$ cat src/rtl/mode_display_scan_pkg.sv
// mode_display_pkg: shared constants and the 4-bit value to 7-segment decode
// for the mode display scanner.
// Segment encoding is active-low, bit order {g,f,e,d,c,b,a}.
// Value 0 means "no mode yet" and decodes to blank.
// Values 10..15 are out of range for the upstream counter and decode to a dash.
package mode_display_pkg;

    localparam int DIGIT_W = 4;
    localparam int SEG_W   = 7;

    localparam logic [SEG_W-1:0] SEG_BLANK = 7'b1111111;
    localparam logic [SEG_W-1:0] SEG_DASH  = 7'b0111111;
    localparam logic [SEG_W-1:0] SEG_0     = 7'b1000000;
    localparam logic [SEG_W-1:0] SEG_1     = 7'b1111001;
    localparam logic [SEG_W-1:0] SEG_2     = 7'b0100100;
    localparam logic [SEG_W-1:0] SEG_3     = 7'b0110000;
    localparam logic [SEG_W-1:0] SEG_4     = 7'b0011001;
    localparam logic [SEG_W-1:0] SEG_5     = 7'b0010010;
    localparam logic [SEG_W-1:0] SEG_6     = 7'b0000010;
    localparam logic [SEG_W-1:0] SEG_7     = 7'b1111000;
    localparam logic [SEG_W-1:0] SEG_8     = 7'b0000000;
    localparam logic [SEG_W-1:0] SEG_9     = 7'b0010000;

    // Value 0 is blank, not SEG_0: an empty history slot must not light a "0".
    function automatic logic [SEG_W-1:0] decode(input logic [DIGIT_W-1:0] v);
        case (v)
            4'd0:    decode = SEG_BLANK;
            4'd1:    decode = SEG_1;
            4'd2:    decode = SEG_2;
            4'd3:    decode = SEG_3;
            4'd4:    decode = SEG_4;
            4'd5:    decode = SEG_5;
            4'd6:    decode = SEG_6;
            4'd7:    decode = SEG_7;
            4'd8:    decode = SEG_8;
            4'd9:    decode = SEG_9;
            default: decode = SEG_DASH;
        endcase
    endfunction

endpackage

$ cat src/rtl/mode_display_scan_if.sv
// mode_display_scan_if: groups the mode input and the display outputs.
//   mode_in       4  mode value from the upstream counter
//   anode         8  active-low one-hot digit enable
//   seg_data      7  active-low segments {g,f,e,d,c,b,a}
//   mode_changed  1  one-cycle pulse on capture of a new mode
// Modports:
//   master: drives mode_in and observes the display.
//   slave:  used by the scanner.
interface mode_display_scan_if;
    import mode_display_pkg::*;

    logic [DIGIT_W-1:0] mode_in;
    logic [7:0]         anode;
    logic [SEG_W-1:0]   seg_data;
    logic               mode_changed;

    modport master (output mode_in, input anode, seg_data, mode_changed);
    modport slave  (input mode_in, output anode, seg_data, mode_changed);
endinterface

$ cat src/rtl/mode_display_scan_seg7_decode.sv
// seg7_decode: combinational 4-bit value to active-low 7-segment pattern.
//   digit  in   4  value to show
//   seg    out  7  segments {g,f,e,d,c,b,a}, active-low
module seg7_decode
    import mode_display_pkg::*;
(
    input  logic [DIGIT_W-1:0] digit,
    output logic [SEG_W-1:0]   seg
);
    assign seg = decode(digit);
endmodule

$ cat src/rtl/mode_display_scan.sv
// mode_display_scan: captures mode changes into a shift history and scans them
// onto a time-multiplexed active-low 7-segment display.
// Digit 0 shows the current mode, and digits 1..NUM_DIGITS-1 show older modes, newest first.
//   clk    in  system clock
//   reset  in  synchronous, active-high
//   bus    mode_display_scan_if.slave (mode_in, anode, seg_data, mode_changed)
// Optional feature macro: BLINK_ON_CHANGE_EN.
//   When it is defined, digit 0 blinks for BLINK_TICKS scan frames after each capture.
module mode_display_scan
    import mode_display_pkg::*;
#(
    parameter int REFRESH_DIV = 17,
    parameter int NUM_DIGITS  = 4,
    parameter int BLINK_TICKS = 8
) (
    input  logic                 clk,
    input  logic                 reset,
    mode_display_scan_if.slave   bus
);

    if (NUM_DIGITS < 1 || NUM_DIGITS > 8 || BLINK_TICKS < 1) begin : g_bad_param
        $error("mode_display_scan: parameter out of range");
    end

    logic [REFRESH_DIV-1:0] prescaler;
    logic [2:0]             idx;
    logic [DIGIT_W-1:0]     cur;
    logic [DIGIT_W-1:0]     hist [1:7];
    logic [DIGIT_W-1:0]     sel;
    logic [SEG_W-1:0]       seg_dec;
    logic                   tick, last, capture, blank0;

    assign tick    = &prescaler;
    assign last    = (idx == 3'(NUM_DIGITS - 1));
    assign capture = (bus.mode_in != cur);

    // Scan timing: one digit per 2^REFRESH_DIV clocks.
    always_ff @(posedge clk) begin
        if (reset) begin
            prescaler <= '0;
            idx       <= '0;
        end else begin
            prescaler <= prescaler + 1'b1;
            if (tick)
                idx <= last ? 3'd0 : idx + 3'd1;
        end
    end

    // Capture and history shift.
    // Every change is taken, including back-to-back changes.
    // All seven history slots shift; only those below NUM_DIGITS are ever shown.
    always_ff @(posedge clk) begin
        if (reset) begin
            cur <= '0;
            for (int k = 1; k < 8; k++) hist[k] <= '0;
        end else if (capture) begin
            cur     <= bus.mode_in;
            hist[1] <= cur;
            for (int k = 2; k < 8; k++) hist[k] <= hist[k-1];
        end
    end

    always_comb begin
        sel = cur;
        for (int k = 1; k < 8; k++)
            if (idx == 3'(k)) sel = hist[k];
    end

    seg7_decode u_dec (.digit(sel), .seg(seg_dec));

`ifdef BLINK_ON_CHANGE_EN
    localparam int BW = $clog2(BLINK_TICKS + 1);
    logic [BW-1:0] blink_cnt;

    // A capture reloads the count, even mid-blink.
    // The count otherwise drops once per completed frame.
    always_ff @(posedge clk) begin
        if (reset)
            blink_cnt <= '0;
        else if (capture)
            blink_cnt <= BW'(BLINK_TICKS);
        else if (tick && last && blink_cnt != '0)
            blink_cnt <= blink_cnt - 1'b1;
    end

    assign blank0 = blink_cnt[0];
`else
    assign blank0 = 1'b0;
`endif

    // Registered outputs.
    // These follow idx/cur/hist with one cycle of latency.
    always_ff @(posedge clk) begin
        if (reset) begin
            bus.anode        <= 8'hFF;
            bus.seg_data     <= SEG_BLANK;
            bus.mode_changed <= 1'b0;
        end else begin
            bus.anode        <= ~(8'b1 << idx);
            bus.seg_data     <= (idx == 3'd0 && blank0) ? SEG_BLANK : seg_dec;
            bus.mode_changed <= capture;
        end
    end

endmodule
$ cat src/flat_wrapper.sv
// flat-port wrapper written by rule: the top's interface ports become plain ports
module mode_display_scan_flat import mode_display_pkg::*;
#(
    parameter int REFRESH_DIV = 17,
    parameter int NUM_DIGITS  = 4,
    parameter int BLINK_TICKS = 8
)
  (clk, reset, bus_mode_in, bus_anode, bus_seg_data, bus_mode_changed);
  mode_display_scan_if bus_i ();
  input  logic clk;
  input  logic reset;
  input wire logic [$bits(bus_i.mode_in)-1:0] bus_mode_in;
  output wire logic [$bits(bus_i.anode)-1:0] bus_anode;
  output wire logic [$bits(bus_i.seg_data)-1:0] bus_seg_data;
  output wire logic [$bits(bus_i.mode_changed)-1:0] bus_mode_changed;
  assign bus_i.mode_in = bus_mode_in;
  assign bus_anode = bus_i.anode;
  assign bus_seg_data = bus_i.seg_data;
  assign bus_mode_changed = bus_i.mode_changed;
  mode_display_scan #(.REFRESH_DIV(REFRESH_DIV), .NUM_DIGITS(NUM_DIGITS), .BLINK_TICKS(BLINK_TICKS)) u_core (.clk(clk), .reset(reset), .bus(bus_i));
endmodule
$ cat config.mk
export PLATFORM = sky130hd
export DESIGN_NAME = mode_display_scan_flat
export DESIGN_NICKNAME = d
export VERILOG_FILES = /design/src/rtl/mode_display_scan_pkg.sv /design/src/rtl/mode_display_scan_if.sv /design/src/rtl/mode_display_scan_seg7_decode.sv /design/src/rtl/mode_display_scan.sv /design/src/flat_wrapper.sv
export SDC_FILE = /design/constraint.sdc
export NUM_CORES = 1
export LEC_CHECK = 0
export CAP_MARGIN = 20
export CORE_MARGIN = 10
export CORE_UTILIZATION = 50
export CTS_CLUSTER_DIAMETER = 200
export DETAILED_ROUTE_END_ITERATION = 10
export PLACE_DENSITY = 0.74
export SETUP_SLACK_MARGIN = 0.3
export SLEW_MARGIN = 10
export SYNTH_ARGS = -nofsm -noshare
export SYNTH_HDL_FRONTEND = slang
export SYNTH_SLANG_ARGS = --single-unit
$ cat constraint.sdc
create_clock -name clk -period 2.2 [get_ports clk]
set_clock_uncertainty 0.05 [all_clocks]
set_input_delay 0.44 -clock clk [delete_from_list [all_inputs] [get_ports clk]]
set_output_delay 0.44 -clock clk [all_outputs]
set_load 0.05 [all_outputs]
==> impl_results.md, run 1 <==
- Status: finished, violations left
- Violated checks: setup timing
- Asr flop ratio synth: 0%
- Final hold violations: 0
- Class of the worst hold path: reg2reg
- Max Clock Freq: approximately 0.44 GHz
- Combinational fraction of design power: just under 9%
- Post-DRT Antenna Nets: 0
- Syn Area/Cell: 10.8 µm²
- Final instance area: approximately 0.0037 mm²
- Sequential area share after synthesis: 54.3%
- Commonest non-fill, non-tap cells in the layout: dfxtp_1, and2_1, edfxtp_1
- Flops & latches, synth: between 60 and 70
- Mapped Area: a little over 0.003 mm²
- PD cells: around 700 mW/mm²
- Worst Hold Path EP: u_core.prescaler[0]$_SDFF_PP0_
- Die ar.: about 0.0096 mm²
- Worst-path cell chain: inv_4 -> ha_4 -> mux2_4 -> mux2i_1 -> o21ai_1 -> mux4_2 -> xor2_2 -> a2bb2oi_1
- Tot GR Track Use: approximately 12%
- CTS tree: built
- Int Pwr: a little under 2000 µW
- Net Sw Frac: 24.2%
- Hold-fix buffers, CTS: 0
- Crit Path Class: reg2reg
- Top_reg_cell synth: dfxtp_1
- Initial Util: 51.4%
- Placer Congestion: ~0.9
- Leakage: roughly 0.0015 µW
- Final Setup Violations: 5
- VDD IR max: between 0.5 and 0.6 mV
- Area growth syn-to-layout: 23.0%
- Largest net degree at the start of global routing: 31
- Core Region: a little under 0.006 mm²
- Max Cap Viol: 0
- R2R Setup Slk: -0.05 ns
- Clock share of power: 37.4%
- Min Tclk post-route: 2.25 ns
- Initial drt markers: 80
- DR pass1 iterations: 4
- Synth warn: 0
- Syn Inst Count: 280
- Max Fanout on Critical Path: 7
- Seq pwr share: ~54%
- Final period utilization: 102%
- Syn_nets: 296
- Setup total negative slack: -0.151 ns
- # DRC: 0
- CTS H-tree lvls: 3
- Synth cell types: 48
- PnR worst setup slack: -0.0478 ns
- EDFF count, synth: 28
- Slowest CP cell: mux4_2
- Routed vias: 2092
- Max_slew headroom: 66.9%
- Arrival @ worst endpoint: between 2 and 2.5 ns
- P_sw: roughly 630 µW
- Root buffer cell: clkbuf_8
- Commonest non-fill, non-tap cell in the layout: dfxtp_1
- I/O pins: 22
- GRT overflow: 0
- Die X: approximately 98 µm
- Drt wl/cell: 14.4 µm
- Setup crit end kind: register
- Worst-path clk slew: approximately 0.08 ns
- Post-DP Area: roughly 0.0034 mm²
- Via density: around 5.2
- CTS buffer count: 9
- IO Port Bufs: 21
- Worst hold stages: 1
- Worst reg2reg path startpoint: u_core.idx[0]$_SDFFE_PP0P_
- Overall power: 2590 µW
- First-pass GRT wire length: around 9.7 mm
- Vias in the first global route: approximately 2000
- Fin nets: approximately 340
- Post-DP HPWL: about 3.9 mm
- CP peak stage delay: around 0.61 ns
- Worst-margin pin slew: 0.498 ns
- Clk_lat worst skew: 0.35 ns
- Share of cells above drive strength 1: between 20% and 30%
- RSZ-0062 raised after global routing: yes
- Routed WL: 5.79 mm
- Initial antenna violation count: 0
- Crit path launch type: register
- HP Start: u_core.prescaler[0]$_SDFF_PP0_
- Die height: 97.8 µm
- R2r worst-path depth: 8
- Critical Path RT: ~2.4 ns
- N_diodes: 0
- Clock Tree Buf Depth: 2
- Clock Sinks: 68
- Fin. max-slew vios: 0
- # rows: 28
- R2r endpoint: u_core.bus.seg_data[3]$_SDFF_PP1_
-- worst max-delay path, delay by kind of cell, from the launching register on --
kind | cells | cell delay (ns)
muxes | 3 | 1.04
AOI/OAI and AO/OA | 2 | 0.21
buffers and inverters | 1 | 0.05
DFF | 1 | 0.39
adders and majority gates | 1 | 0.17
xor gates and xnor gates | 1 | 0.23
-- sequential cells by signal, indices dropped and copies added, names as in the netlist --
name	count
u_core.bus.anode	8
u_core.bus.mode_changed	1
u_core.prescaler	17
u_core.bus.seg_data	7
u_core.cur	4
u_core.hist	28
u_core.idx	3
-- metrics by stage --
stage / hold slack (ns) / setup slack, ns / instances / util, %
2_1_floorplan: 0.363 / 0.0185 / 280 / -
3_3_place_gp: 0.377 / 0.0252 / 380 / 58.2
3_5_place_dp: 0.380 / -0.0197 / 380 / 58.2
4_1_cts: 0.398 / 0.00796 / 400 / 61.9
5_1_grt: 0.420 / -0.102 / 401 / 63.2
6_report: 0.397 / -0.0478 / 401 / 63.2
-- timing repair --
item                       4_1_cts  5_1_grt
resized for setup               20       16
buffers inserted                 4        1
pin swaps                        4        7
setup endpoints to repair       27       35
-- cells in the mapped netlist, types with 4 or more instances --
| cell type | count | area share, % |
|---|---|---|
| a21oi_1 | 5 | 0.83 |
| and2_1 | 28 | 5.8 |
| and3_1 | 4 | 0.83 |
| clkbuf_1 | 6 | 0.74 |
| dfxtp_1 | 40 | 26 |
| edfxtp_1 | 28 | 28 |
| ha_1 | 10 | 4.1 |
| inv_1 | 9 | 1.1 |
| mux2i_1 | 9 | 3.0 |
| nand2_1 | 22 | 2.7 |
| nand2b_1 | 6 | 1.2 |
| nand3_1 | 7 | 1.2 |
| nor2_1 | 22 | 2.7 |
| nor2b_1 | 8 | 1.7 |
| o21ai_0 | 7 | 1.2 |
| xor2_1 | 14 | 4.1 |
-- kinds of logic (layout without fill, tap and decap cells) --
logic type / Yosys count / after routing / synth area share (%)
AO/OA/AOI/OAI: 38 / 38 / 8.94
XOR/XNOR: 17 / 17 / 4.92
adder cells (fa/ha/maj): 10 / 10 / 4.14
buffers and inverters: 24 / 70 / 3.85
flip-flops: 68 / 68 / 54.3
multiplexers: 12 / 12 / 4.59
AND/OR/NAND/NOR: 111 / 111 / 19.3
-- layout make-up --
type | instances | area, µm²
clock buffers | 12 | 166
clock inverters | 4 | 21.3
fillers | 465 | 2170
inverters | 10 | 41.3
multi-input cells | 188 | 1370
flip-flops and latches | 68 | 1650
well taps | 75 | 93.8
repair buffers | 44 | 379
-- routing by layer --
layer  track usage (%)  share of wire (%)  vias to the layer above
met1              15.8                 47                      992
met3              3.66                5.9                       13
met5                 0                  0                        -
li1                  -                  -                     1041
met2              18.3                 45                       46
met4              6.15                2.0                        0
-- worst max-delay path by stage --
stage | start | end | slack, ns | cells past startpoint
3_5_place_dp | u_core.idx[0]$_SDFFE_PP0P_ | u_core.bus.seg_data[0]$_SDFF_PP1_ | -0.02 | 9
2_1_floorplan | u_core.idx[0]$_SDFFE_PP0P_ | u_core.bus.seg_data[0]$_SDFF_PP1_ | 0.02 | 10
3_3_place_gp | u_core.idx[0]$_SDFFE_PP0P_ | u_core.bus.seg_data[2]$_SDFF_PP1_ | 0.03 | 8
6_report | u_core.idx[0]$_SDFFE_PP0P_ | u_core.bus.seg_data[3]$_SDFF_PP1_ | -0.05 | 8
5_1_grt | u_core.idx[1]$_SDFFE_PP0P_ | u_core.bus.seg_data[6]$_SDFF_PP1_ | -0.10 | 10
4_1_cts | u_core.idx[0]$_SDFFE_PP0P_ | u_core.bus.seg_data[0]$_SDFF_PP1_ | 0.008 | 8
-- power groups by stage --
stage	clock, µW	sequential (µW)	combinational (µW)
after floorplan	0	1460	107
after global placement	0	1420	218
after detailed placement	0	1430	223
after CTS	993	1400	220
after global routing	1050	1400	247
final	971	1400	227
Power figures use the tool's default switching activity.
==> inputs of run 2 (changes only) <==
- DONT_BUFFER_PORTS: default -> 1
- PLACE_DENSITY: 0.74 -> 0.7
- SETUP_SLACK_MARGIN: 0.3 -> default
==> run 2 against run 1 <==
Against the previous run:
- the flow still finishes with violations (setup timing)
- fmax rose by 1.0%
- power barely moved
- critical endpoint unchanged
- register-to-register slack improved by 0.02 ns
- sequential power is 3% higher
==> impl_results.md, run 2 (same netlist as run 1, synthesis figures left out) <==
- Initial drt markers: 88 (was 80)
- Worst hold stages: 1 (unchanged)
- Largest regs: u_core.hist x28, u_core.prescaler x17, u_core.bus.anode x8 (unchanged)
- Max FFs per register: 28 (unchanged)
- Vias in the first global route: 2029 (was 2001)
- Post-DRT Antenna Nets: 0 (unchanged)
- Class of the worst hold path: in2reg (was reg2reg)
- Biggest register: u_core.hist (unchanged)
- HP Start: reset (was u_core.prescaler[0]$_SDFF_PP0_)
- Largest net degree at the start of global routing: 39 (was 31)
- Tot GR Track Use: 12.6% (was 12.3%)
- Setup total negative slack: -0.0342 ns (was -0.151 ns)
- Setup crit end kind: register (unchanged)
- GR Layer Usage met3: 4.72% (was 3.66%)
- # DRC: 0 (unchanged)
- Root buffer cell: clkbuf_8 (unchanged)
- R2r endpoint: u_core.bus.seg_data[3]$_SDFF_PP1_ (unchanged)
- CTS H-tree lvls: 3 (unchanged)
- Initial Util: 51.4% (unchanged)
- Worst-path clk slew: 0.08 ns (about the same)
- Worst reg2reg path startpoint: u_core.idx[0]$_SDFFE_PP0P_ (unchanged)
- Post-route insts no fill: 384 (was 401)
- Core Region: 0.00589 mm² (unchanged)
- Final instance area: 0.00358 mm² (was 0.00372 mm²)
- Post-DP HPWL: 4.02 mm (was 3.90 mm)
- Critical Path RT: 2.39 ns (about the same)
- DR pass1 iterations: 4 (unchanged)
- Max Fanout on Critical Path: 7 (unchanged)
- Area growth syn-to-layout: 18.5% (was 23.0%)
- Min Tclk post-route: 2.23 ns (was 2.25 ns)
- VDD IR max: 0.450 mV (was 0.507 mV)
- # placed instances: 362 (was 380)
- N_diodes: 0 (unchanged)
- Routed vias: 2016 (was 2092)
- Max Clock Freq: 0.449 GHz (was 0.445 GHz)
- Routed WL: 6.03 mm (was 5.79 mm)
- Status: finished, violations left (unchanged)
- Die ar.: 0.00956 mm² (unchanged)
- Hold-fix buffers, CTS: 0 (unchanged)
- Commonest non-fill, non-tap cell in the layout: dfxtp_1 (unchanged)
- Placer Congestion: 0.897 (was 0.875)
- First-pass GRT wire length: 9.77 mm (was 9.71 mm)
- # rows: 28 (unchanged)
- Max Cap Viol: 0 (unchanged)
- Share of cells above drive strength 1: 23.3% (was 20.6%)
- Crit path launch type: register (unchanged)
- Leakage: 0.00144 µW (was 0.00147 µW)
- PD cells: 724 mW/mm² (was 697 mW/mm²)
- Clock Tree Buf Depth: 2 (unchanged)
- Met2 Usage GRT: 18.4% (was 18.3%)
- Crit Path Class: reg2reg (unchanged)
- R2r worst-path depth: 8 (unchanged)
- Fin Hold WS: 0.0945 ns (was 0.397 ns)
- GRT overflow: 0 (unchanged)
- Die height: 97.8 µm (unchanged)
- RSZ-0062 raised after global routing: yes (unchanged)
- Core Util, Final: 60.9% (was 63.2%)
- Final period utilization: 101% (was 102%)
- I/O pins: 22 (unchanged)
- R2R Setup Slk: -0.03 ns (was -0.05 ns)
- Via density: 5.25 (was 5.22)
- CTS buffer count: 9 (unchanged)
- Initial antenna violation count: 0 (unchanged)
- Worst Hold Path EP: u_core.prescaler[0]$_SDFF_PP0_ (unchanged)
- Die X: 97.8 µm (unchanged)
- CP Buf/Inv Count: 1 (unchanged)
- Fin. max-slew vios: 0 (unchanged)
- Worst-margin pin slew: 0.492 ns (was 0.498 ns)
- Clk_lat worst skew: 0.35 ns (about the same)
- Slowest CP cell: mux4_2 (unchanged)
- Clock Sinks: 68 (unchanged)
- Violated checks: setup timing (unchanged)
- Worst-path cell chain: inv_4 -> ha_4 -> mux2_4 -> mux2i_1 -> o21ai_1 -> mux4_2 -> xor2_2 -> a2bb2oi_2 (was inv_4 -> ha_4 -> mux2_4 -> mux2i_1 -> o21ai_1 -> mux4_2 -> xor2_2 -> a2bb2oi_1)
- Drt wl/cell: 15.7 µm (was 14.4 µm)
- CTS tree: built (unchanged)
- Stages on the worst setup path: 8 (unchanged)
- Layer carrying the most global-route usage: met2 (unchanged)
- Post-DP Area: 0.00322 mm² (was 0.00343 mm²)
- Commonest non-fill, non-tap cells in the layout: dfxtp_1, and2_1, edfxtp_1 (unchanged)
- PnR worst setup slack: -0.0255 ns (was -0.0478 ns)
- Fin nets: 320 (was 337)
- Final Setup Violations: 3 (was 5)
- Worst path top cell family by delay: multiplexers (unchanged)
- IO Port Bufs: 0 (was 21)
- CP peak stage delay: 0.61 ns (about the same)
- Arrival @ worst endpoint: 2.42 ns (was 2.43 ns)
- GR Util met1: 15.8% (about the same)
- Max_slew headroom: 67.2% (was 66.9%)
- Final hold violations: 0 (unchanged)
[run 2: cell count changes in the layout (fill, tap and decap cells not counted), moves of 2 or more]
cell / previous run / this run
clkdlybuf4s50_1: 5 / 0
dlygate4sd2_1: 16 / 0
nor2b_1: 8 / 6
inv_4: 2 / 4
ha_2: 4 / 2
buf_6: 1 / 4
dfxtp_2: 3 / 0
inv_1: 7 / 5
buf_4: 21 / 23
dfxtp_1: 36 / 38
ha_4: 2 / 5
clkinv_2: 4 / 2
[run 2: how the worst max path moves through the flow]
stage	startpoint	end	slack, ns
final	u_core.idx[0]$_SDFFE_PP0P_	u_core.bus.seg_data[3]$_SDFF_PP1_	-0.03
after global placement	u_core.idx[0]$_SDFFE_PP0P_	u_core.bus.seg_data[1]$_SDFF_PP1_	0.005
after CTS	u_core.idx[1]$_SDFFE_PP0P_	u_core.bus.seg_data[1]$_SDFF_PP1_	0.005
after detailed placement	u_core.idx[1]$_SDFFE_PP0P_	u_core.bus.seg_data[1]$_SDFF_PP1_	-0.08
after global routing	u_core.idx[0]$_SDFFE_PP0P_	u_core.bus.seg_data[3]$_SDFF_PP1_	-0.09
after floorplan	u_core.idx[0]$_SDFFE_PP0P_	u_core.bus.seg_data[2]$_SDFF_PP1_	0.004
[run 2: area by class of cell]
cell class              instances  area [µm²]
clock buffers                  11         163
clock inverters                 5        31.3
inverters                      10        42.5
flip-flops and latches         68        1650
multi-input cells             188        1390
repair buffers                 27         218
fillers                       495        2300
well taps                      75        93.8
[run 2: stage by stage]
| stage | power (µW) | setup slack (ns) |
|---|---|---|
| finish | 2590 | -0.0255 |
| global route | 2690 | -0.0937 |
| CTS | 2590 | 0.00473 |
| detailed placement | 1600 | -0.0791 |
| global placement | 1600 | 0.00463 |
| floorplan | 1570 | 0.00443 |
[run 2: power breakdown]
group | internal [µW] | leakage (µW) | total [µW] | switching (µW)
logic | 88.2 | 0.000670 | 160 | 71.8
clock network | 507 | 0.000105 | 990 | 483
registers | 1370 | 0.000666 | 1440 | 78.7
total | 1960 | 0.00144 | 2590 | 633
[run 2: what timing repair did]
| item | in CTS | in global routing |
|---|---|---|
| setup endpoints to repair | 6 | 7 |
| pin swaps | 2 | 10 |
| buffers inserted | 2 | 4 |
| gates resized for setup | 10 | 21 |
[run 2: routing by layer]
layer | part of all wire [%] | vias to the layer above
met1 | 46 | 957
met4 | 2.0 | 0
li1 | - | 1004
met2 | 46 | 44
met5 | 0 | -
met3 | 5.9 | 11
[run 2: worst reg2reg max path, cell delays in order (launching register included)]
cell       delay (ns)
dfxtp_4          0.39
inv_4            0.06
ha_4             0.16
mux2_4           0.28
mux2i_1          0.13
o21ai_1          0.07
mux4_2           0.61
xor2_2           0.21
a2bb2oi_2        0.17
==> inputs of run 3 (changes only) <==
- ABC_CLOCK_PERIOD_IN_PS: default -> 2200
==> results of run 3 <==
Same layout as run 2: the final DEF is identical, and so are final timing and power.
